## src/rtl/nes_pad_responder.sv

```systemverilog
`default_nettype none
// ============================================================================
// Module  : nes_pad_responder
// Brief   : NES gamepad (4021-style) emulation; serialises i_buttons on the
//           console's latch/data-clock. Turbo A/B under NES_PAD_TURBO_EN.
// Revision: 1.0 - initial release
// ============================================================================
module nes_pad_responder #(
    parameter int FILTER_CYCLES = 4,
    parameter int CLK_IDLE_HIGH = 1,
    parameter int TURBO_FRAMES  = 2
) (
    input  logic       i_clk,
    input  logic       i_rst,
    input  logic       i_data_latch,
    input  logic       i_data_clock,
    output logic       o_serial_data,
    input  logic [7:0] i_buttons,
    input  logic [1:0] i_turbo,
    output logic       o_latch_seen,
    output logic [3:0] o_bits_read,
    output logic       o_overread
);

    localparam logic [3:0] c_RUN_LAST = 4'(FILTER_CYCLES - 1);
    localparam logic       c_CLK_IDLE = (CLK_IDLE_HIGH != 0);

    logic [1:0] w_pin;
    logic [1:0] w_filt;
    logic [1:0] w_flip;

    assign w_pin = {i_data_clock, i_data_latch};

    // Index 0 = latch, index 1 = data-clock. w_flip marks the cycle the
    // filtered level changes, so edge strobes act without an extra stage.
    generate
        for (genvar g = 0; g < 2; g++) begin : g_cond
            localparam logic c_RST_LVL = (g == 1) ? c_CLK_IDLE : 1'b0;
            logic       r_meta;
            logic       r_sync;
            logic       r_filt;
            logic [3:0] r_run;

            always_ff @(posedge i_clk) begin
                if (i_rst) begin
                    r_meta <= c_RST_LVL;
                    r_sync <= c_RST_LVL;
                    r_filt <= c_RST_LVL;
                    r_run  <= '0;
                end else begin
                    r_meta <= w_pin[g];
                    r_sync <= r_meta;
                    if (r_sync == r_filt) begin
                        r_run <= '0;
                    end else if (r_run == c_RUN_LAST) begin
                        r_filt <= r_sync;
                        r_run  <= '0;
                    end else begin
                        r_run <= r_run + 4'd1;
                    end
                end
            end

            assign w_filt[g] = r_filt;
            assign w_flip[g] = (r_sync != r_filt) && (r_run == c_RUN_LAST);
        end
    endgenerate

    logic w_latch_rise;
    logic w_latch_fall;
    logic w_shift;
    logic [7:0] w_eff;

    assign w_latch_rise = w_flip[0] & ~w_filt[0];
    assign w_latch_fall = w_flip[0] &  w_filt[0];
    assign w_shift      = w_flip[1] & (w_filt[1] != c_CLK_IDLE);

`ifdef NES_PAD_TURBO_EN
    localparam int c_TW = (TURBO_FRAMES > 1) ? $clog2(TURBO_FRAMES) : 1;
    logic [c_TW-1:0] r_frame_cnt;
    logic            r_turbo_phase;

    always_ff @(posedge i_clk) begin
        if (i_rst) begin
            r_frame_cnt   <= '0;
            r_turbo_phase <= 1'b0;
        end else if (w_latch_fall) begin
            if (r_frame_cnt == c_TW'(TURBO_FRAMES - 1)) begin
                r_frame_cnt   <= '0;
                r_turbo_phase <= ~r_turbo_phase;
            end else begin
                r_frame_cnt <= r_frame_cnt + 1'b1;
            end
        end
    end

    assign w_eff = {i_buttons[7:2],
                    i_buttons[1] & (~i_turbo[1] | r_turbo_phase),
                    i_buttons[0] & (~i_turbo[0] | r_turbo_phase)};
`else
    logic w_unused_turbo;
    assign w_unused_turbo = ^i_turbo;
    assign w_eff          = i_buttons;
`endif

    logic [7:0] r_sreg;
    logic       r_serial;
    logic [3:0] r_bits;
    logic       r_seen;
    logic       r_over;

    // Latch fall has top priority (keeps last load), then load, then shift.
    always_ff @(posedge i_clk) begin
        if (i_rst) begin
            r_sreg   <= 8'hFF;
            r_serial <= 1'b1;
            r_bits   <= '0;
            r_seen   <= 1'b0;
            r_over   <= 1'b0;
        end else begin
            r_serial <= r_sreg[0];
            r_seen   <= w_latch_fall;
            r_over   <= 1'b0;
            if (w_latch_fall) begin
                r_bits <= '0;
            end else if (w_filt[0] | w_latch_rise) begin
                r_sreg <= ~w_eff;
            end else if (w_shift) begin
                r_sreg <= {1'b1, r_sreg[7:1]};
                r_over <= (r_bits >= 4'd8);
                if (r_bits != 4'd15) begin
                    r_bits <= r_bits + 4'd1;
                end
            end
        end
    end

    assign o_serial_data = r_serial;
    assign o_latch_seen  = r_seen;
    assign o_bits_read   = r_bits;
    assign o_overread    = r_over;

endmodule
`default_nettype wire

```

## config.mk

```make
export PLATFORM = sky130hd
export DESIGN_NAME = nes_pad_responder
export DESIGN_NICKNAME = d
export VERILOG_FILES = /design/src/rtl/nes_pad_responder.sv
export SDC_FILE = /design/constraint.sdc
export NUM_CORES = 1
export LEC_CHECK = 0
export ABC_AREA = 1
export BUFFER_PORTS_ARGS = -buffer_cell sky130_fd_sc_hd__buf_2
export CAP_MARGIN = 25
export CELL_PAD_IN_SITES_DETAIL_PLACEMENT = 0
export CELL_PAD_IN_SITES_GLOBAL_PLACEMENT = 2
export CORE_UTILIZATION = 34
export DETAILED_ROUTE_END_ITERATION = 10
export PLACE_DENSITY = 0.81
export SYNTH_ARGS = -nofsm -noshare
export SYNTH_HDL_FRONTEND = slang
export SYNTH_SLANG_ARGS = --single-unit
```

## constraint.sdc

```tcl
create_clock -name i_clk -period 2.44 [get_ports i_clk]
set_input_delay 0.122 -clock i_clk [delete_from_list [all_inputs] [get_ports i_clk]]
set_output_delay 0.122 -clock i_clk [all_outputs]
set_load 0.05 [all_outputs]
```

==> flow_summary.ini <==
[final_layout]
drive_gt1_frac = 0.225
finalNetCount = 205
syn2layout_area_growth_pct = 17.3
diodes = 0
final_area_sq_um = 1510

[setup_path]
r2r_end = o_bits_read[1]
crit_buf_inv = 0
critPathMostFrequentCell = nand2_1
crit_fanout = 16
cp.arrival_ns = 1.85
cp_slowest_cell = a31oi_4
crit_start = g_cond[0].r_run[0]
r2r_slack_ns = 0.80
worstSetupPathType = flip-flop to flip-flop
r2r_cells = 6
r2r-start = g_cond[0].r_run[0]
end_kind = flip-flop
crit_chain = ha_1 -> a31oi_4 -> nand3_1 -> nand2_1 -> nand2_1 -> nor2_1
required_ns = 2.66
crit_family = simple AND/OR/NAND/NOR gates
start_kind = flip-flop
cpPeakStageDelay_ns = 0.45

[power]
switchingPower_mw = 0.183
peakVddDrop_mv = 0.348
p_leak_nw = 0.688
p_comb_frac = 0.026
seq_power_share = 0.538
p_int_mw = 0.711
swShare = 0.205
power_frac_clock = 0.436
p_total_mw = 0.894
p_per_area_nw_per_um2 = 594

[synth]
synth_adder_area_share = 0.0390
yosysMostFrequentCell = nand2_1
yosysTopAreaCell = dfxtp_1
synth_seq_cells = 29
synth_edf_count = 0
ys_types = 22
synth-xor-area-share = 0.0273
muxShareOfSynthArea = 0
synthFlopType = dfxtp_1
yosysWarnings = 0
synth_nets = 182
synth_top_cells_by_count = nand2_1 (46), dfxtp_1 (29), inv_1 (17)
syn_area_sq_um = 1280
synth_top_family_by_area = simple AND/OR/NAND/NOR gates
synthTopCellsByArea = dfxtp_1 (45%), nand2_1 (13%), nand3_1 (5.5%)
synth-simple-area-share = 0.346
syn_avg_cell_area_sq_um = 7.83
synth.top_cell.area_share = 0.452
ys_async_sr_fraction = 0
synth_seq_area_share = 0.452
synth-compound-area-share = 0.0682
synth_cells = 164

[drt]
dr.pass1.iters = 4
vias = 1075
drc = 0
drtAntennaViolNets = 0
vias_per_cell = 4.61
finalWirelength_um = 2430
routedWlPerCell_um = 10.4
drtIter0Drc = 17

[placement]
place_ws_ns = 0.790
port_buffers = 18
place_area_sq_um = 1420
gp_congestion = 0.684
hpwl_um = 1800

[cts]
ctsResizeCount = 0
cts_num_sinks = 29
clk_path_buf_depth = 2
cts_max_level = 2
cts_tree = done
cts_buffers = 5
ctsHoldBuffers = 0
clk_latency_ns = 0.28
path_clk_slew_ns = 0.06
cts-root-buf = clkbuf_8
cts_setup_buffers = 0

[sta]
finClkSkew_ns = 0.00374
setup_ws_ns = 0.804
rsz0062_at_grt = false
fmax_mhz = 611
tightest_slew_ns = 0.443
hold_violations = 0
layout_min_cycle_time_ns = 1.64
drv_slew = 0
finalSetupViolations = 0
final.setup.tns_ns = 0
min_period_over_period = 0.670
relSlewSlack = 0.705

[global_routing]
grt_pass1_vias = 1078
grt_start_max_net_pins = 17
grt_use_total = 0.148
grt_pass1_wl_um = 4480
grt-ovfl-total = 0
antenna_found_initial = 0

[min_path]
hold_start = i_data_clock
hold_path.class = primary input to flip-flop
hold_depth = 2
min_to = g_cond[1].r_meta

[job]
drv_cap = 0

[die]
start_util = 0.370
pin_count = 21
fp-row-count = 21
die_area_sq_um = 4030
die_w_um = 63.4
dieHeight_um = 63.4
core_area_sq_um = 3470

[outcome]
outcome = completed
worst reg2reg max path, stage by stage (launching register included):
cell     delay, ns
dfxtp_1       0.33
ha_1          0.29
a31oi_4       0.45
nand3_1       0.27
nand2_1       0.11
nand2_1       0.05
nor2_1        0.08
stage by stage:
stage               utilization  hold slack (ns)  instances
finish                    0.434           0.0267        233
global route              0.434           0.0204        233
CTS                       0.434           0.0184        233
detailed placement        0.409            0.312        226
global placement          0.409            0.306        226
floorplan                     -            0.226        164
final cells by class:
type                            instances  area, sq um
Fill cell                             389         1960
Inverter                               20         75.1
Clock buffer                            7         86.3
Multi-Input combinational cell        113          617
Sequential cell                        29          581
Timing Repair Buffer                   18         90.1
Tap cell                               46         57.6
per-layer routing:
| layer | global-route usage | up-vias | share of wire |
|---|---|---|---|
| met2 | 0.254 | 18 | 0.49 |
| met3 | 0.0598 | 6 | 0.045 |
| met1 | 0.156 | 490 | 0.45 |
| met5 | 0 | - | 0 |
| met4 | 0.0682 | 0 | 0.021 |
| li1 | - | 561 | - |
flip-flops by register name, indices dropped and copies added, names as in the netlist:
name and count:
o_latch_seen 1, g_cond.r_run 8, o_bits_read 4, o_serial_data 1, g_cond.r_meta 2, r_sreg 8
g_cond.r_filt 2, o_overread 1, g_cond.r_sync 2
power by group through the flow:
stage	clock network, mW	logic, mW	registers [mW]
2_1_floorplan	0	0.0120	0.491
3_3_place_gp	0	0.0231	0.491
3_5_place_dp	0	0.0241	0.491
4_1_cts	0.410	0.0241	0.481
5_1_grt	0.434	0.0278	0.481
6_report	0.390	0.0236	0.481
cell usage in the layout (no fill, tap or decap), types with 2 or more instances in the layout:
master / synthesis / final
nand2_1: 46 / 46
dfxtp_1: 29 / 29
buf_2: 0 / 18
inv_1: 17 / 17
nor2_1: 14 / 14
nand3_1: 14 / 14
clkbuf_8: 0 / 6
nand4_1: 5 / 5
or2_2: 5 / 5
a21oi_1: 5 / 5
o21ai_0: 5 / 5
xor2_1: 4 / 4
ha_1: 4 / 4
nor2_4: 3 / 3
inv_2: 3 / 3
nor2_2: 2 / 2
worst max-delay path by stage:
stage	endpoint	slack, ns	depth (start not counted)
floorplan	o_bits_read[1]	0.90	6
global placement	o_bits_read[1]	0.79	5
detailed placement	o_bits_read[1]	0.79	5
CTS	o_bits_read[1]	0.77	6
global route	o_bits_read[1]	0.62	6
finish	o_bits_read[1]	0.80	6
logic make-up after synthesis:
logic type / count (synthesis)
buf+inv: 22
compound gates: 12
xor+xnor: 4
fa+ha+maj: 4
flops: 29
simple gates: 93
Note: power is estimated with default switching activity, not from simulation.
